<file path="config.mk">
export PLATFORM = sky130hd
export DESIGN_NAME = switch_conditioner
export DESIGN_NICKNAME = d
export VERILOG_FILES = /design/src/rtl/switch_conditioner_pkg.sv /design/src/rtl/debounce_channel.sv /design/src/rtl/switch_conditioner.sv
export SDC_FILE = /design/constraint.sdc
export NUM_CORES = 1
export LEC_CHECK = 0
export ABC_CLOCK_PERIOD_IN_PS = 1660
export CORE_MARGIN = 2
export CORE_UTILIZATION = 40
export DETAILED_ROUTE_END_ITERATION = 8
export GPL_TIMING_DRIVEN = 1
export PLACE_DENSITY = 0.68
export SLEW_MARGIN = 5
export SYNTH_ARGS = -nofsm -noshare
export SYNTH_HDL_FRONTEND = slang
export SYNTH_HIERARCHICAL = 1
export SYNTH_SLANG_ARGS = --single-unit
</file>
<file path="constraint.sdc">
create_clock -name clk -period 1.66 [get_ports clk]
set_input_delay 0.415 -clock clk [delete_from_list [all_inputs] [get_ports clk]]
set_output_delay 0.415 -clock clk [all_outputs]
set_load 0.01 [all_outputs]
</file>
<file path="src/rtl/switch_conditioner_pkg.sv">
// Shared definitions for the switch conditioner.
// - sw_state_t : per-channel debounce FSM state (2-bit encoding; bit 0 set
//                exactly in the two qualifying states)
// - DEFAULT_DEBOUNCE : stable-cycle count used for simulation builds
package switch_conditioner_pkg;

  typedef enum logic [1:0] {
    STABLE_OFF = 2'd0,
    CHK_ON     = 2'd1,
    STABLE_ON  = 2'd2,
    CHK_OFF    = 2'd3
  } sw_state_t;

  localparam int DEFAULT_DEBOUNCE = 16;

endpackage

</file>
<file path="src/rtl/debounce_channel.sv">
// One switch channel: 2-flop synchroniser, stable-time debounce FSM and
// registered level / press / release / busy outputs.
// Ports:
//   clk   in  system clock
//   reset in  async active-low reset
//   raw   in  raw switch pin (asynchronous)
//   level out debounced state, 1 = pressed
//   press out one-cycle pulse on accepted press
//   rel   out one-cycle pulse on accepted release
//   busy  out high while a change is being qualified
module debounce_channel
  import switch_conditioner_pkg::*;
#(
  parameter int DEBOUNCE_CYCLES = DEFAULT_DEBOUNCE,
  parameter bit ACTIVE_LOW      = 1'b1
) (
  input  logic clk,
  input  logic reset,
  input  logic raw,
  output logic level,
  output logic press,
  output logic rel,
  output logic busy
);

  localparam int              CNT_W   = $clog2(DEBOUNCE_CYCLES);
  localparam logic [CNT_W-1:0] CNT_MAX = CNT_W'(DEBOUNCE_CYCLES - 1);
  // Pin level that means "not pressed"; synchroniser resets to it so no
  // phantom press is seen coming out of reset.
  localparam logic IDLE_PIN = ACTIVE_LOW;

  logic [1:0]       sync;
  logic             pressed;
  sw_state_t        state;
  logic [CNT_W-1:0] cnt;

  always_ff @(posedge clk or negedge reset) begin
    if (!reset) sync <= {2{IDLE_PIN}};
    else        sync <= {sync[0], raw};
  end

  // Internal sense is always active-high.
  assign pressed = sync[1] ^ ACTIVE_LOW;

  always_ff @(posedge clk or negedge reset) begin
    if (!reset) begin
      state <= STABLE_OFF;
      cnt   <= '0;
      level <= 1'b0;
      press <= 1'b0;
      rel   <= 1'b0;
    end else begin
      press <= 1'b0;
      rel   <= 1'b0;
      case (state)
        STABLE_OFF: if (pressed) begin
          state <= CHK_ON;
          cnt   <= '0;
        end
        CHK_ON: begin
          if (!pressed) begin
            state <= STABLE_OFF;  // glitch rejected
            cnt   <= '0;
          end else if (cnt == CNT_MAX) begin
            state <= STABLE_ON;
            cnt   <= '0;
            level <= 1'b1;
            press <= 1'b1;
          end else begin
            cnt <= cnt + 1'b1;
          end
        end
        STABLE_ON: if (!pressed) begin
          state <= CHK_OFF;
          cnt   <= '0;
        end
        CHK_OFF: begin
          if (pressed) begin
            state <= STABLE_ON;
            cnt   <= '0;
          end else if (cnt == CNT_MAX) begin
            state <= STABLE_OFF;
            cnt   <= '0;
            level <= 1'b0;
            rel   <= 1'b1;
          end else begin
            cnt <= cnt + 1'b1;
          end
        end
        default: begin
          state <= STABLE_OFF;
          cnt   <= '0;
        end
      endcase
    end
  end

  // Straight off the state flops, so glitch-free.
  assign busy = (state == CHK_ON) || (state == CHK_OFF);

endmodule

</file>
<file path="src/rtl/switch_conditioner.sv">
// Conditions NUM_SW raw bouncing push switches into clean, clk-synchronous
// levels and press/release pulses. Channels are fully independent.
// Ports:
//   clk        in  system clock
//   reset      in  async active-low reset
//   sw_raw     in  [NUM_SW] raw switch pins
//   sw_level   out [NUM_SW] debounced state, 1 = pressed
//   sw_press   out [NUM_SW] one-cycle press pulses
//   sw_release out [NUM_SW] one-cycle release pulses
//   sw_busy    out [NUM_SW] channel qualifying a change
module switch_conditioner
  import switch_conditioner_pkg::*;
#(
  parameter int NUM_SW          = 2,
  parameter int DEBOUNCE_CYCLES = DEFAULT_DEBOUNCE,
  parameter bit ACTIVE_LOW      = 1'b1
) (
  input  logic              clk,
  input  logic              reset,
  input  logic [NUM_SW-1:0] sw_raw,
  output logic [NUM_SW-1:0] sw_level,
  output logic [NUM_SW-1:0] sw_press,
  output logic [NUM_SW-1:0] sw_release,
  output logic [NUM_SW-1:0] sw_busy
);

  for (genvar i = 0; i < NUM_SW; i++) begin : g_ch
    debounce_channel #(
      .DEBOUNCE_CYCLES(DEBOUNCE_CYCLES),
      .ACTIVE_LOW     (ACTIVE_LOW)
    ) u_ch (
      .clk  (clk),
      .reset(reset),
      .raw  (sw_raw[i]),
      .level(sw_level[i]),
      .press(sw_press[i]),
      .rel  (sw_release[i]),
      .busy (sw_busy[i])
    );
  end

endmodule
</file>
==> flow_summary.yaml <==
clock_tree:
  htreeDepth: 1
  clock_latency_ns: 0.30
  cts_hold_repair.buffers: 0
  cts_sinks: 22
  cts-buffers-inserted: 3
  cts_tree: "done"
  cts.clk_slew.worst_paths_ns: 0.12
  clk_path_buf_depth: 2
  clockRootBuffer: "clkbuf_4"
power_and_ir_drop:
  pwr_density_cell_nw_per_um2: 772
  p_int_uw: 686
  pwr-share-seq_pct: 64.4
  finalPower_uw: 892
  p_leak_nw: 0.581
  p_comb_share_pct: 8.4
  p_sw_uw: 205
  ir_drop_v: 0.000407
  clock_power_share_pct: 27.2
  sw_frac_of_total_pct: 23.0
outcome:
  status: "finished, final reports clean"
finish:
  multi_input_comb_area_um2: 375
  syn_to_final_growth_pct: 22.1
  drive_gt1_share_pct: 24.5
  diodes: 0
  design_area_um2: 1150
  seqCellArea_um2: 556
  nNetsFinal: 105
  fillers: 209
route:
  routed_wl_mm: 1.62
  ant_nets: 0
  post_drt_wl_per_cell_um: 12.8
  firstDrtPassIters: 4
  drtIter0Drc: 9
  drc: 0
  vias_per_cell: 5.53
  vias: 697
sta:
  hold_viol: 0
  fin_setup_tns_ns: 0
  min_period_ns: 1.59
  worst_slack_ns: 0.0664
  setup_violations: 0
  skew_ns: 0.0117
  slew_viol_final: 0
  tightestPinTransition_ns: 0.417
  holdWs_ns: 0.351
  max_slew_margin_pct: 72.2
  max_freq_mhz: 627
  fin_crit_sh_pct: 96.0
floorplan:
  dieHeight_um: 52.6
  die_w_um: 52.6
  core_um2: 2230
  ios: 12
  die_area_um2: 2770
  initial_core_util_pct: 42.4
  num_rows: 17
critical_path:
  crit_path_max_fanout: 2
  path_cells: "clkdlybuf4s50_1"
  cp.depth: 1
  path_buf_inv: 1
  arrival_ns: 1.18
  cpPeakStageDelay_ns: 0.53
  cp.required_ns: 1.24
  end_kind: "primary output"
  path_class: "register to primary output"
  slowest_stage: "clkdlybuf4s50_1"
  critPathTopFamily: "buffers and inverters"
  r2r_cells: 3
  cp-start-kind: "register"
flow_run:
  drv_cap: 0
worst_hold_path:
  whs_path_depth: 0
  hold_path.class: "register to register"
global_routing:
  grt_pass1_vias: 624
  overflow: 0
  antenna_found_initial: 0
  grt_max_degree: 23
  grt_first_pass_wirelength_mm: 2.86
  grt-busiest-layer: "met1"
  grt_use_total_pct: 14.4
  use_met2_pct: 19.6
  met1_usage_pct: 21.5
  grtUsageMet3_pct: 2.57
place:
  place_area_um2: 1090
  gp_congestion: 0.778
  dp_hpwl_mm: 1.06
  io_buffers: 11
  place_ws_ns: 0.255
synth:
  yosys_register_bits: 22
  syn_area_per_cell_um2: 11.8
  syn_area_um2: 946
  syn_nets: 86
  synthCells: 80
  ys_seq_area_share_pct: 58.7
  yosysUniqueCellTypes: 24
  yosysWarnings: 6
through the flow:
step	utilization, %	std cells
after global placement	48.9	118
after global routing	51.7	126
after CTS	51.0	125
after detailed placement	48.9	118
final	51.7	126
after floorplan	-	80
cells by family (layout without fill, tap and decap cells):
| group | after synthesis | after routing | synth area share [%] |
|---|---|---|---|
| simple gates | 32 | 32 | 18.3 |
| compound gates | 16 | 16 | 13.5 |
| buf+inv | 4 | 22 | 1.59 |
| flops | 22 | 22 | 58.7 |
| fa+ha+maj | 2 | 2 | 2.65 |
| xor+xnor | 4 | 4 | 5.29 |
layer usage:
layer	vias up	part of all wire, %
li1	332	-
met1	348	49
met2	15	46
met3	2	3.8
met4	0	1.1
met5	-	0
Yosys cell counts:
cell type	instances	area [um^2]
dfrtp_1	18	450
nand2_1	6	22.5
nand3_1	6	30.0
a31o_2	4	35.0
dfstp_2	4	105
nor2_1	4	15.0
nor3_1	4	20.0
a211o_1	2	17.5
a211o_2	2	20.0
a21boi_0	2	15.0
a21o_2	2	17.5
a21oi_1	2	10.0
and3_1	2	12.5
and3_2	2	15.0
and4_1	2	17.5
clkbuf_1	2	7.51
ha_1	2	25.0
inv_1	2	7.51
nand4_1	2	12.5
nor4_1	2	12.5
o22ai_1	2	12.5
or4_1	2	15.0
xnor2_1	2	17.5
xor2_2	2	32.5
state kept, by name, summed over array words and instances, names as in the netlist, named ones only:
signal / count
g_ch.u_ch/cnt: 8
g_ch.u_ch/level: 2
g_ch.u_ch/press: 2
g_ch.u_ch/rel: 2
g_ch.u_ch/state: 2
g_ch.u_ch/sync: 4
power by group through the flow:
stage / Combinational, mW / Sequential [mW] / Clock, mW
after floorplan: 0.0363 / 0.583 / 0
after global placement: 0.0666 / 0.586 / 0
after detailed placement: 0.0675 / 0.587 / 0
after CTS: 0.0759 / 0.574 / 0.254
after global routing: 0.0854 / 0.578 / 0.281
final: 0.0749 / 0.574 / 0.243
area by class of cell:
| class | count | area share (%) |
|---|---|---|
| clock buffers | 4 | 2.28 |
| well taps | 28 | 3.03 |
| flip-flops and latches | 22 | 48.1 |
| multi-input cells | 54 | 32.5 |
| repair buffers | 16 | 13.4 |
| inverters | 2 | 0.650 |
what timing repair did:
item	in CTS	in global routing
setup buffers	3	1
setup endpoints to repair	3	4
pin swaps	0	0
gates resized for setup	0	3
cloned	0	0
cell usage in the layout, fill, tap and decap left out:
cell type,synthesis,final
clkbuf_1,2,1
o22ai_1,2,2
a211o_1,2,2
and3_1,2,2
xor2_2,2,2
a21o_2,2,2
a211o_2,2,2
and4_1,2,2
nor3_1,4,4
ha_1,2,2
a31o_2,4,4
xnor2_1,2,2
dlymetal6s2s_1,0,3
clkdlybuf4s50_1,0,8
nand4_1,2,2
dfrtp_1,18,18
and3_2,2,2
a21oi_1,2,2
buf_4,0,5
a21boi_0,2,2
dfstp_2,4,4
nand3_1,6,6
or4_1,2,2
inv_1,2,2
nand2_1,6,6
clkbuf_4,0,3
nor2_1,4,4
nor4_1,2,2
worst paths after layout:
| kind | endpoint | startpoint | slack [ns] |
|---|---|---|---|
| min | g_ch[1].u_ch/sync[1] | g_ch[1].u_ch/sync[0] | 0.35 |
| max | sw_level[0] | g_ch[0].u_ch/level | 0.07 |
| min reg2reg | g_ch[1].u_ch/sync[1] | g_ch[1].u_ch/sync[0] | 0.35 |
| max in group asynchronous | g_ch[0].u_ch/sync[1] | reset | 0.94 |
| min in group asynchronous | g_ch[1].u_ch/cnt[1] | reset | 0.44 |
| max reg2reg | g_ch[1].u_ch/cnt[2] | g_ch[1].u_ch/sync[1] | 0.23 |
No activity file was read; power rests on OpenSTA's default activity.
